## src/rtl/pc_ctrl_if.sv

```systemverilog
// Bundle of the branch/hazard control signals between the pipeline and pc_ctrl.
// The controller connects through the slave modport; the pipeline side uses master.
interface pc_ctrl_if #(
  parameter int PC_W = 32
);
  logic            stall;
  logic            br_valid;
  logic            branch_taken;
  logic [PC_W-1:0] br_target;
  logic            cc_pending;
  logic            cnt_clr;
  logic [PC_W-1:0] pc;
  logic            if_flush;
  logic            hold_dec;
  logic            redirect;
  logic [15:0]     br_count;

  modport slave (
    input  stall, br_valid, branch_taken, br_target, cc_pending, cnt_clr,
    output pc, if_flush, hold_dec, redirect, br_count
  );

  modport master (
    output stall, br_valid, branch_taken, br_target, cc_pending, cnt_clr,
    input  pc, if_flush, hold_dec, redirect, br_count
  );
endinterface

```

## src/rtl/pc_ctrl.sv

```systemverilog
// Fetch PC controller: sequential fetch, conditional-branch redirect with one-cycle
// IF squash, wait state for pending condition codes, and a saturating taken-branch count.
module pc_ctrl #(
  parameter int              PC_W     = 32,
  parameter logic [PC_W-1:0] RESET_PC = '0
) (
  input  logic     clk,
  input  logic     rst,
  pc_ctrl_if.slave bus
);
  typedef enum logic [1:0] {
    RUN     = 2'd0,
    WAIT_CC = 2'd1,
    FLUSH   = 2'd2
  } state_t;

  state_t          state_q, state_d;
  logic [PC_W-1:0] pc_q, pc_d;
  logic [15:0]     br_count_q, br_count_d;
  logic            redirect_d;
  logic            take_branch;

  assign take_branch = bus.br_valid && bus.branch_taken;

  always_comb begin
    state_d    = state_q;
    pc_d       = pc_q;
    redirect_d = 1'b0;
    case (state_q)
      RUN: begin
        if (!bus.stall) begin
          if (bus.br_valid && bus.cc_pending) begin
            state_d = WAIT_CC;
          end else if (take_branch) begin
            pc_d       = bus.br_target;
            redirect_d = 1'b1;
            state_d    = FLUSH;
          end else begin
            pc_d = pc_q + 1'b1;
          end
        end
      end
      WAIT_CC: begin
        if (!bus.stall) begin
          if (take_branch) begin
            pc_d       = bus.br_target;
            redirect_d = 1'b1;
            state_d    = FLUSH;
          end else begin
            pc_d    = pc_q + 1'b1;
            state_d = RUN;
          end
        end
      end
      FLUSH: begin
        if (!bus.stall) begin
          pc_d    = pc_q + 1'b1;
          state_d = RUN;
        end
      end
      // Illegal encoding: return to RUN even under stall so the FSM cannot lock up.
      default: state_d = RUN;
    endcase
  end

  always_comb begin
    br_count_d = br_count_q;
    if (bus.cnt_clr) begin
      br_count_d = '0;
    end else if (redirect_d && (br_count_q != 16'hFFFF)) begin
      br_count_d = br_count_q + 16'd1;
    end
  end

  always_ff @(posedge clk or posedge rst) begin
    if (rst) begin
      state_q    <= RUN;
      pc_q       <= RESET_PC;
      br_count_q <= '0;
    end else begin
      state_q    <= state_d;
      pc_q       <= pc_d;
      br_count_q <= br_count_d;
    end
  end

  assign bus.pc       = pc_q;
  assign bus.if_flush = (state_q == FLUSH);
  assign bus.hold_dec = (state_q == WAIT_CC);
  // Mask redirect during reset so a branch presented then never appears taken.
  assign bus.redirect = redirect_d && !rst;
  assign bus.br_count = br_count_q;
endmodule

```

## src/flat_wrapper.sv

```systemverilog
// flat-port wrapper written by rule: the top's interface ports become plain ports
module pc_ctrl_flat 
#(
  parameter int              PC_W     = 32,
  parameter logic [PC_W-1:0] RESET_PC = '0
)
  (clk, rst, bus_stall, bus_br_valid, bus_branch_taken, bus_br_target, bus_cc_pending, bus_cnt_clr, bus_pc, bus_if_flush, bus_hold_dec, bus_redirect, bus_br_count);
  pc_ctrl_if #(.PC_W(PC_W)) bus_i ();
  input  logic clk;
  input  logic rst;
  input wire logic [$bits(bus_i.stall)-1:0] bus_stall;
  input wire logic [$bits(bus_i.br_valid)-1:0] bus_br_valid;
  input wire logic [$bits(bus_i.branch_taken)-1:0] bus_branch_taken;
  input wire logic [$bits(bus_i.br_target)-1:0] bus_br_target;
  input wire logic [$bits(bus_i.cc_pending)-1:0] bus_cc_pending;
  input wire logic [$bits(bus_i.cnt_clr)-1:0] bus_cnt_clr;
  output wire logic [$bits(bus_i.pc)-1:0] bus_pc;
  output wire logic [$bits(bus_i.if_flush)-1:0] bus_if_flush;
  output wire logic [$bits(bus_i.hold_dec)-1:0] bus_hold_dec;
  output wire logic [$bits(bus_i.redirect)-1:0] bus_redirect;
  output wire logic [$bits(bus_i.br_count)-1:0] bus_br_count;
  assign bus_i.stall = bus_stall;
  assign bus_i.br_valid = bus_br_valid;
  assign bus_i.branch_taken = bus_branch_taken;
  assign bus_i.br_target = bus_br_target;
  assign bus_i.cc_pending = bus_cc_pending;
  assign bus_i.cnt_clr = bus_cnt_clr;
  assign bus_pc = bus_i.pc;
  assign bus_if_flush = bus_i.if_flush;
  assign bus_hold_dec = bus_i.hold_dec;
  assign bus_redirect = bus_i.redirect;
  assign bus_br_count = bus_i.br_count;
  pc_ctrl #(.PC_W(PC_W), .RESET_PC(RESET_PC)) u_core (.clk(clk), .rst(rst), .bus(bus_i));
endmodule
```

## config.mk

```make
export PLATFORM = sky130hd
export DESIGN_NAME = pc_ctrl_flat
export DESIGN_NICKNAME = d
export VERILOG_FILES = /design/src/rtl/pc_ctrl_if.sv /design/src/rtl/pc_ctrl.sv /design/src/flat_wrapper.sv
export SDC_FILE = /design/constraint.sdc
export NUM_CORES = 1
export LEC_CHECK = 0
export ABC_AREA = 1
export BUFFER_PORTS_ARGS = -buffer_cell sky130_fd_sc_hd__buf_2
export CORE_MARGIN = 1
export CORE_UTILIZATION = 30
export DETAILED_ROUTE_END_ITERATION = 8
export SLEW_MARGIN = 30
export SYNTH_ARGS = -nofsm -noshare
export SYNTH_HDL_FRONTEND = slang
export SYNTH_SLANG_ARGS = --single-unit
```

## constraint.sdc

```tcl
create_clock -name clk -period 1.77 [get_ports clk]
set_input_delay 0.177 -clock clk [delete_from_list [all_inputs] [get_ports clk]]
set_output_delay 0.177 -clock clk [all_outputs]
set_load 0.02 [all_outputs]
```

==> flow_summary.rst <==
.. list-table::
   :header-rows: 1

   * - Metric
     - Value
   * - Slowest cell on crit path
     - sky130_fd_sc_hd__dfrtp_1
   * - Setup Viol. Count Final
     - 0
   * - Synthesized cell area
     - 3620 um^2
   * - Measured slew at the worst slew-check pin
     - 0.400 ns
   * - Fill cell total of the finished layout
     - roughly 1300
   * - Share of cells above drive strength 1
     - 22.5%
   * - CTS root buffer
     - sky130_fd_sc_hd__clkbuf_16
   * - Number of global-route vias before repair
     - 3791
   * - GP Congestion
     - 0.827
   * - Final critical delay including setup and external delays
     - 1.61 ns
   * - Standby leakage power
     - 0.00237 uW
   * - Startpoint kind of the worst setup timing path
     - flop
   * - Iteration count of the initial detailed-routing pass
     - 7
   * - Pin count of the biggest net entering global routing
     - 57
   * - Routed vias
     - about 4000
   * - Initial core utilization
     - 31.2%
   * - Synth warn
     - 0
   * - Setup repair after global routing missed its margin
     - false
   * - Biggest cell delay along the critical path
     - approximately 0.40 ns
   * - Dpl cells
     - 817
   * - # rows
     - 39
   * - Category of the most critical setup path
     - flop to flop
   * - Post-detail-place hpwl
     - ~7900 um
   * - Synthesized instance count
     - a little under 600
   * - Sequential area share after synthesis
     - 34.5%
   * - DRC violation total after the first TritonRoute iteration
     - 156
   * - Dominant synthesized flop cell
     - sky130_fd_sc_hd__dfrtp_1
   * - Final Util
     - 39.1%
   * - Fraction of registers with async set or reset after synthesis
     - 100%
   * - Worst slew margin relative to its limit
     - 73.3%
   * - CP Data Required Time
     - just over 2 ns
   * - Synthesis-to-layout area growth
     - 25.2%
   * - Std-Cell Core Area
     - 11600 um^2
   * - Wire length after detailed routing
     - 10500 um
   * - Clock buffer depth
     - 2
   * - Die area
     - approximately 13000 um^2
   * - Cell Pwr Density
     - 939 nW/um^2
   * - Type of the worst min-delay path
     - primary input to flop
   * - Critical path fanouts, max
     - 5
   * - Final layout net count
     - between 700 and 800
   * - Syn Nets
     - 622
   * - TritonCTS clock tree
     - done
   * - Tightest hold margin
     - 0.128 ns
   * - Floorplan die width
     - 112 um
   * - Highest Clock Rate
     - 622 MHz
   * - Wire length of the first global-routing pass
     - between 15000 and 20000 um
   * - Most area-consuming cells after synthesis
     - sky130_fd_sc_hd__dfrtp_1 35%, sky130_fd_sc_hd__nand2_1 21%, sky130_fd_sc_hd__nor2_1 11%, sky130_fd_sc_hd__nand3_1 6.5%, sky130_fd_sc_hd__inv_1 5.7%
   * - Number of flops mapped to enable cells by yosys
     - 0
   * - Post-Syn Area per Cell
     - slightly above 6 um^2
   * - # H-tree levels
     - 2
   * - DRC violations left
     - 7
   * - Max Clock Skew
     - 0.00445 ns
   * - Number of antenna-violating nets in the routed design
     - 0
   * - Crit end category
     - flop
   * - Count of input and output buffers
     - 89
   * - Initial antenna violation count
     - 1
   * - Crit share post-route
     - 90.8%
   * - Number of buffers added by the clock tree synthesis step
     - 5
   * - DIE HEIGHT
     - approximately 110 um
   * - Max-capacitance violation count
     - 0
   * - CTS clk-pin slew, worst paths
     - about 0.070 ns
   * - I/O pin cnt
     - 90
   * - Count of state elements after synthesis
     - 50
   * - Sequence of cells on the critical path
     - ha_1, inv_1, nor2_4, nand2_2, clkinv_2, a21oi_4, buf_4, nand4_1, nand2_1
   * - Wire per inst
     - around 13 um
   * - Insertion delay of the later-clocked pin in the worst-skew pair
     - approximately 0.3 ns
   * - Cell type with the highest aggregate area in the netlist
     - sky130_fd_sc_hd__dfrtp_1
   * - Setup Buffers After CTS
     - 0
   * - Leading cell types in the layout, fill and taps excluded
     - 201 x sky130_fd_sc_hd__nand2_1, 98 x sky130_fd_sc_hd__nor2_1, 89 x sky130_fd_sc_hd__buf_2
   * - Final-report hold violation count
     - 0
   * - Failing checks
     - DRC
   * - Final Non-Filler Cells
     - 826
   * - Clock tree sinks
     - 50
   * - Diode insertion count for antenna repair
     - 0
   * - Worst-case vdd ir drop
     - 0.383 mV
   * - Status
     - finished, violations left
   * - Pins Over Slew Limit
     - 0
   * - Sum of overflow across all layers after global routing
     - 0
   * - Commonest non-fill, non-tap cell in the layout
     - sky130_fd_sc_hd__nand2_1
   * - Critical path data arrival time
     - 1.85 ns
   * - Avg Vias per Cell
     - 4.71
   * - Synth unique cells
     - 30
   * - Total Routing Usage GR
     - 18.1%
   * - Share of Yosys cell area claimed by the top area cell type
     - 34.5%
registers in the layout, summed over array words and instances, names as in the netlist:
name,count
u_core.state_q,2
u_core.bus.pc,32
u_core.bus.br_count,16
kinds of logic (layout without fill, tap and decap cells):
group	count (synthesis)	after routing	share of synthesized area, %
adders and majority gates	2	2	0.690
and+or+nand+nor	387	387	44.9
AOI/OAI and AO/OA	56	56	8.66
xor gates and xnor gates	11	11	2.66
buffers and inverters	75	177	8.60
DFF	50	50	34.5
synth_stat cells, drive strengths merged (3+ instances only):
cell type    n
buf         11
nand4        9
inv         57
nand3       47
a21oi       18
clkinv       3
clkbuf       4
o21bai       3
o22ai        3
nand2      217
xor2        11
nor2       110
dfrtp       50
o21ai       29
report_power, final:
group / internal, uW / switching, uW / leakage (uW)
Clock: 664 / 472 / 0.0000836
Combinational: 504 / 965 / 0.00165
Sequential: 1360 / 305 / 0.000631
Total: 2520 / 1740 / 0.00237
worst max-delay path: cells and delay by family, from the launching register on:
family / cells / cell delay [ns]
AO/OA/AOI/OAI: 1 / 0.28
AND/OR/NAND/NOR: 4 / 0.30
adder cells (fa/ha/maj): 1 / 0.21
buffers and inverters: 3 / 0.36
flip-flops: 1 / 0.40
timing repair:
action	4_1_cts	5_1_grt
hold buffers	1	0
endpoints found under the hold margin	11	0
endpoints found under the setup margin	1	9
gates resized for setup	1	9
pin swaps	0	0
layout make-up:
cell class,count,area [um^2],area share [%]
inverters,60,226,4.99
clock inverters,3,40.0,0.882
multi-input cells,456,2090,46.1
repair buffers,109,623,13.7
well taps,143,179,3.94
clock buffers,5,125,2.76
flip-flops and latches,50,1250,27.6
path summary, 6_finish.rpt:
kind | slack (ns) | from | end | cells after the start
max reg2reg | 0.16 | u_core.bus.br_count[1]$_DFFE_PP0P_ | u_core.bus.br_count[9]$_DFFE_PP0P_ | 9
min | 0.13 | bus_br_target[1] | u_core.bus.pc[1]$_DFFE_PP0P_ | 3
min reg2reg | 0.53 | u_core.bus.pc[31]$_DFFE_PP0P_ | u_core.bus.pc[31]$_DFFE_PP0P_ | 2
min in group asynchronous | 0.38 | rst | u_core.bus.br_count[3]$_DFFE_PP0P_ | 3
max | 0.16 | u_core.bus.br_count[1]$_DFFE_PP0P_ | u_core.bus.br_count[9]$_DFFE_PP0P_ | 9
max in group asynchronous | 0.87 | rst | u_core.bus.pc[9]$_DFFE_PP0P_ | 4
metal layers:
layer	GRT usage (%)	share of wire, %
met1	22.9	45
met2	30.8	48
met3	3.16	4.8
met4	6.40	1.4
met5	0	0.095
per-stage QoR:
stage | area [um^2] | setup TNS, ns | worst slack (ns) | total power (uW)
final | 4540 | 0 | 0.163 | 4260
after floorplan | 3620 | 0 | 0.0524 | 2600
after CTS | 4510 | 0 | 0.00868 | 4300
after global routing | 4540 | 0 | 0.0124 | 4570
after detailed placement | 4330 | -0.000440 | -0.000440 | 3140
after global placement | 4330 | 0 | 0.0831 | 3110
(Power assumes the default switching activity.)
